[config.mk]
export PLATFORM = sky130hd
export DESIGN_NAME = alu_operand_stage
export DESIGN_NICKNAME = d
export VERILOG_FILES = /design/src/rtl/alu_operand_stage_pkg.sv /design/src/rtl/alu_operand_stage_fwd_mux.sv /design/src/rtl/alu_operand_stage.sv
export SDC_FILE = /design/constraint.sdc
export NUM_CORES = 1
export LEC_CHECK = 0
export CORE_UTILIZATION = 30
export DETAILED_ROUTE_END_ITERATION = 16
export PLACE_DENSITY = 0.84
export SYNTH_ARGS = -nofsm -noshare
export SYNTH_HDL_FRONTEND = slang
export SYNTH_SLANG_ARGS = --single-unit
[constraint.sdc]
create_clock -name clk -period 1.15 [get_ports clk]
set_clock_uncertainty 0.2 [all_clocks]
set_input_delay 0.23 -clock clk [delete_from_list [all_inputs] [get_ports clk]]
set_output_delay 0.23 -clock clk [all_outputs]
set_load 0.005 [all_outputs]
[src/rtl/alu_operand_stage_pkg.sv]
// alu_operand_stage_pkg: default widths and the registered control-field bundle of the operand stage.
package alu_operand_stage_pkg;

  localparam int OPERAND_WIDTH_DEF  = 16;
  localparam int REG_ID_W_DEF       = 3;
  localparam int NUM_OPERATIONS_DEF = 4;

  typedef struct packed {
    logic [NUM_OPERATIONS_DEF-1:0] oper;
    logic                          inv_a;
    logic                          inv_b;
    logic                          cin;
    logic                          sign;
    logic [REG_ID_W_DEF-1:0]       rd;
    logic                          wr;
    logic                          use_imm;
  } ctrl_t;

  localparam ctrl_t CTRL_BUBBLE = '0;

endpackage

[src/rtl/alu_operand_stage_fwd_mux.sv]
// fwd_mux: per-operand forwarding select, EX/MEM result beats MEM/WB result beats the held operand.
module fwd_mux #(
  parameter int W  = 16,
  parameter int RW = 3
) (
  input  logic          en,
  input  logic [RW-1:0] src,
  input  logic [W-1:0]  held,
  input  logic          exmem_wr,
  input  logic [RW-1:0] exmem_rd,
  input  logic [W-1:0]  exmem_data,
  input  logic          memwb_wr,
  input  logic [RW-1:0] memwb_rd,
  input  logic [W-1:0]  memwb_data,
  output logic [W-1:0]  value
);

  logic ex_hit;
  logic wb_hit;

  assign ex_hit = en & exmem_wr & (exmem_rd == src);
  assign wb_hit = en & memwb_wr & (memwb_rd == src);
  assign value  = ex_hit ? exmem_data : wb_hit ? memwb_data : held;

endmodule

[src/rtl/alu_operand_stage.sv]
// alu_operand_stage: decode->ALU pipeline register; ALU_OPERAND_FWD_EN compiles in EX/MEM and MEM/WB forwarding.
module alu_operand_stage
  import alu_operand_stage_pkg::*;
#(
  parameter int OPERAND_WIDTH  = OPERAND_WIDTH_DEF,
  parameter int REG_ID_W       = REG_ID_W_DEF,
  parameter int NUM_OPERATIONS = NUM_OPERATIONS_DEF
) (
  input  logic                      clk,
  input  logic                      rst_n,
  input  logic                      id_valid,
  input  logic [OPERAND_WIDTH-1:0]  id_rs_data,
  input  logic [OPERAND_WIDTH-1:0]  id_rt_data,
  input  logic [OPERAND_WIDTH-1:0]  id_imm,
  input  logic [REG_ID_W-1:0]       id_rs,
  input  logic [REG_ID_W-1:0]       id_rt,
  input  logic [REG_ID_W-1:0]       id_rd,
  input  logic                      id_use_imm,
  input  logic                      id_wr,
  input  logic [NUM_OPERATIONS-1:0] id_oper,
  input  logic                      id_inv_a,
  input  logic                      id_inv_b,
  input  logic                      id_cin,
  input  logic                      id_sign,
  input  logic                      stall,
  input  logic                      flush,
  input  logic                      exmem_wr,
  input  logic [REG_ID_W-1:0]       exmem_rd,
  input  logic [OPERAND_WIDTH-1:0]  exmem_data,
  input  logic                      memwb_wr,
  input  logic [REG_ID_W-1:0]       memwb_rd,
  input  logic [OPERAND_WIDTH-1:0]  memwb_data,
  output logic                      ex_valid,
  output logic [OPERAND_WIDTH-1:0]  InA,
  output logic [OPERAND_WIDTH-1:0]  InB,
  output logic                      Cin,
  output logic [NUM_OPERATIONS-1:0] Oper,
  output logic                      invA,
  output logic                      invB,
  output logic                      sign,
  output logic [REG_ID_W-1:0]       ex_rd,
  output logic                      ex_wr
);

  logic                     valid_q;
  logic [OPERAND_WIDTH-1:0] a_q;
  logic [OPERAND_WIDTH-1:0] b_q;
  logic [REG_ID_W-1:0]      rs_q;
  logic [REG_ID_W-1:0]      rt_q;
  ctrl_t                    ctrl_q;
  logic [OPERAND_WIDTH-1:0] fwd_a;
  logic [OPERAND_WIDTH-1:0] fwd_b;

`ifdef ALU_OPERAND_FWD_EN
  fwd_mux #(.W(OPERAND_WIDTH), .RW(REG_ID_W)) u_fwd_a (
    .en(valid_q), .src(rs_q), .held(a_q),
    .exmem_wr(exmem_wr), .exmem_rd(exmem_rd), .exmem_data(exmem_data),
    .memwb_wr(memwb_wr), .memwb_rd(memwb_rd), .memwb_data(memwb_data),
    .value(fwd_a)
  );
  // an immediate in B never takes a forwarded register value
  fwd_mux #(.W(OPERAND_WIDTH), .RW(REG_ID_W)) u_fwd_b (
    .en(valid_q & ~ctrl_q.use_imm), .src(rt_q), .held(b_q),
    .exmem_wr(exmem_wr), .exmem_rd(exmem_rd), .exmem_data(exmem_data),
    .memwb_wr(memwb_wr), .memwb_rd(memwb_rd), .memwb_data(memwb_data),
    .value(fwd_b)
  );
`else
  logic unused_fwd;
  assign fwd_a      = a_q;
  assign fwd_b      = b_q;
  assign unused_fwd = ^{exmem_wr, exmem_rd, exmem_data, memwb_wr, memwb_rd, memwb_data,
                        rs_q, rt_q, ctrl_q.use_imm};
`endif

  // a stalled operand absorbs its forwarded value so it survives the producer retiring
  always_ff @(posedge clk or negedge rst_n) begin
    if (!rst_n) begin
      valid_q <= 1'b0;
      a_q     <= '0;
      b_q     <= '0;
      rs_q    <= '0;
      rt_q    <= '0;
      ctrl_q  <= CTRL_BUBBLE;
    end else if (flush) begin
      valid_q <= 1'b0;
      a_q     <= '0;
      b_q     <= '0;
      rs_q    <= '0;
      rt_q    <= '0;
      ctrl_q  <= CTRL_BUBBLE;
    end else if (stall) begin
      a_q <= fwd_a;
      b_q <= fwd_b;
    end else begin
      valid_q        <= id_valid;
      a_q            <= id_rs_data;
      b_q            <= id_use_imm ? id_imm : id_rt_data;
      rs_q           <= id_rs;
      rt_q           <= id_rt;
      ctrl_q.oper    <= id_oper;
      ctrl_q.inv_a   <= id_inv_a;
      ctrl_q.inv_b   <= id_inv_b;
      ctrl_q.cin     <= id_cin;
      ctrl_q.sign    <= id_sign;
      ctrl_q.rd      <= id_rd;
      ctrl_q.wr      <= id_wr;
      ctrl_q.use_imm <= id_use_imm;
    end
  end

  assign ex_valid = valid_q;
  assign InA      = fwd_a;
  assign InB      = fwd_b;
  assign Cin      = ctrl_q.cin;
  assign Oper     = ctrl_q.oper;
  assign invA     = ctrl_q.inv_a;
  assign invB     = ctrl_q.inv_b;
  assign sign     = ctrl_q.sign;
  assign ex_rd    = ctrl_q.rd;
  assign ex_wr    = ctrl_q.wr & valid_q;

endmodule

==> run summary <==
Seq/Total Area, Yosys - 54.12%
Yosys cell types - 13
Setup CP Type - reg2out
Final Hold Viols - 0
largest net degree at the start of global routing - 46
core region area - 6531 um^2
worst vdd rail ir drop - 0.5294 mV
status - complete, but fails checks
Synth Register Bits - 45
Post-Layout Cell Count - 392
Worst-path clk slew - 0.09 ns
first-iteration detailed-routing DRC count - 15
clock latency on the worst-skew pair - 0.29 ns
Worst setup SP type - flop
ant diodes - 0
failing checks - negative setup slack
overall die height - 85.28 um
multi-input logic area - 858.3 um^2
Worst-Margin Slew - 0.3784 ns
Final Cycle Share - 120.3%
share of Yosys cell area claimed by the top area cell type - 54.12%
Pre-Repair DR Iteration Count - 3
Internal Pwr Total - 3.076 mW
first-pass GRT wire length - 8.990 mm
Mapped Cells - 173
Clock Path Buffers - 2
IO Count - 157
Die X - 85.28 um
Total GRT Usage - 15.67%
busiest grt layer - met2
CP Capture Type - output pin
clock sinks - 45
Fillers - 586
Max Cap Viol - 0
Critical Path AT - 0.95 ns
top post-synthesis cells by area - dfrtp_1 54%, mux2i_1 22%, nor2_1 5.2%, nor2b_1 4.8%, a211oi_1 4.3%
TNS Setup - -4.164 ns
CTS tree - yes
CP max stage delay - 0.38 ns
FFs w/ async S/R, synth - 100.0%
final core occ - 53.98%
power share of the clock group - 35.2%
syn_nets - 285
leakage - 1.811 nW
post-DR wirelength/cell - 14.09 um
H-tree levels - 2
Top FF cell, synth - dfrtp_1
Post-synth top cells - 45 x dfrtp_1, 45 x mux2i_1, 29 x nor2_1, 16 x nor2b_1, 12 x a211oi_1
Root Buffer - clkbuf_8
Die ar. - 7273 um^2
GP Congestion - 0.7480
GRT overflow - 0
antenna-violating nets left - 0
fin crit period - 1.383 ns
pwr dens - 1127 nW/um^2
Slew Limit Fails - 0
vias in the first global route - 1924
Max Fclk - 0.7229 GHz
Avg Vias per Cell - 4.548
final worst setup slack - -0.2333 ns
Port-buffer cells - 110
Nets - 426
Avg Inst Size Synth - 12.03 um^2
Crit-path slowest cell - dfrtp_1
Post-synth EDFFs - 0
fraction of layout cells with a size suffix above 1 - 36.51%
routing usage on met1 - 19.90%
crit-path max FO - 2
met3 Usage GRT - 4.864%
drt total wl - 5.523 mm
Initial Utilization - 31.86%
final setup vio count - 45
met2 GRT Util - 26.47%
combinational share of power - 21.3%
sequential share of power - 43.5%
warnings from Yosys - 0
unrepaired setup endpoints after global routing - yes
routed vias - 1783
DR DRC count - 0
area delta synth->final - 69.45%
total placed cells including tap cells - 362
synthesized area - 2081 um^2
Psw - 0.8987 mW
cell type with the highest aggregate area in the netlist - dfrtp_1
relative max-transition margin - 74.74%
FF/Latch Area - 1126 um^2
Hold Crit Class - in2reg
Switching Fraction - 22.61%
initial antenna violation count - 0
crit-path cells - and2_1 -> buf_2
Req. time, crit path - 0.72 ns
Detail Placement HPWL - 3.693 mm
Std-Cell Rows - 29
CTS Buf Count - 5
==> timing repair <==
action	in CTS	in global routing
buffers inserted	9	12
pin swaps	3	4
cloned	1	0
endpoints found under the setup margin	61	55
gates resized for setup	182	14
hold endpoints to repair	45	0
hold buffers	1	0
==> layout by cell type (no fill, tap or decap), types with 3 or more instances in the layout <==
cell type	n
nor2b_1	12
buf_4	34
nor2_1	29
clkdlybuf4s50_1	61
buf_2	47
mux2i_1	43
buf_6	3
buf_12	6
clkbuf_8	5
dfrtp_1	45
a211oi_1	7
a211oi_2	9
==> metrics by stage <==
step	power (mW)	setup slack (ns)	hold slack, ns	cell area [um^2]
6_report	3.975	-0.2333	0.1395	3526
3_5_place_dp	2.601	-0.4808	0.03249	3358
5_1_grt	4.192	-0.2781	0.1357	3526
4_1_cts	3.980	-0.2530	0.1257	3387
2_1_floorplan	2.049	0.01320	-0.2656	2081
3_3_place_gp	2.582	-0.4117	0.03147	3358
==> registers in the layout (all words and copies together) (netlist names) <==
name      count
sign          1
Cin           1
InA          16
InB          16
ctrl_q        1
ex_valid      1
ex_rd         3
invA          1
Oper          4
invB          1
==> power by group through the flow <==
stage / registers (mW) / logic, mW / clock network (mW)
2_1_floorplan: 1.76 / 0.285 / 0
3_3_place_gp: 1.76 / 0.822 / 0
3_5_place_dp: 1.76 / 0.840 / 0
4_1_cts: 1.73 / 0.801 / 1.45
5_1_grt: 1.74 / 0.924 / 1.53
6_report: 1.73 / 0.847 / 1.40
==> critical path, delay by kind of cell (launching register included) <==
family	cells	cell delay, ns
flops	1	0.38
buf+inv	1	0.12
simple gates	1	0.15
==> final timing paths <==
kind                          start  endpoint  slack, ns  cells after the start
max                        ex_valid     ex_wr      -0.23                      2
min                           flush   InB[11]       0.14                      3
max reg2reg                  InB[6]    InB[6]       0.02                      4
min reg2reg                    invB      invB       0.33                      2
max in group asynchronous     rst_n   InB[10]       0.28                      3
min in group asynchronous     rst_n    InA[5]       0.25                      3
==> area by class of cell <==
class                   instances  share of cell area, %
clock buffers                   5                  1.952
repair buffers                154                  37.08
multi-input cells             107                  24.34
clock inverters                 3                  1.845
inverters                       1                 0.1065
flip-flops and latches         45                  31.94
well taps                      77                  2.732
==> logic make-up after synthesis <==
kind of cell	Yosys count	share of synthesized area [%]
muxes	45	21.65
and+or+nand+nor	46	10.34
DFF	45	54.12
buffers and inverters	21	7.156
AOI/OAI and AO/OA	16	6.735
==> per-layer routing <==
metal / routed length, um / share of wire, %
met1: 2357 / 43
met2: 2693 / 49
met3: 425 / 7.7
met4: 46 / 0.83
met5: 0 / 0
Note: power is estimated with default switching activity, not from simulation.
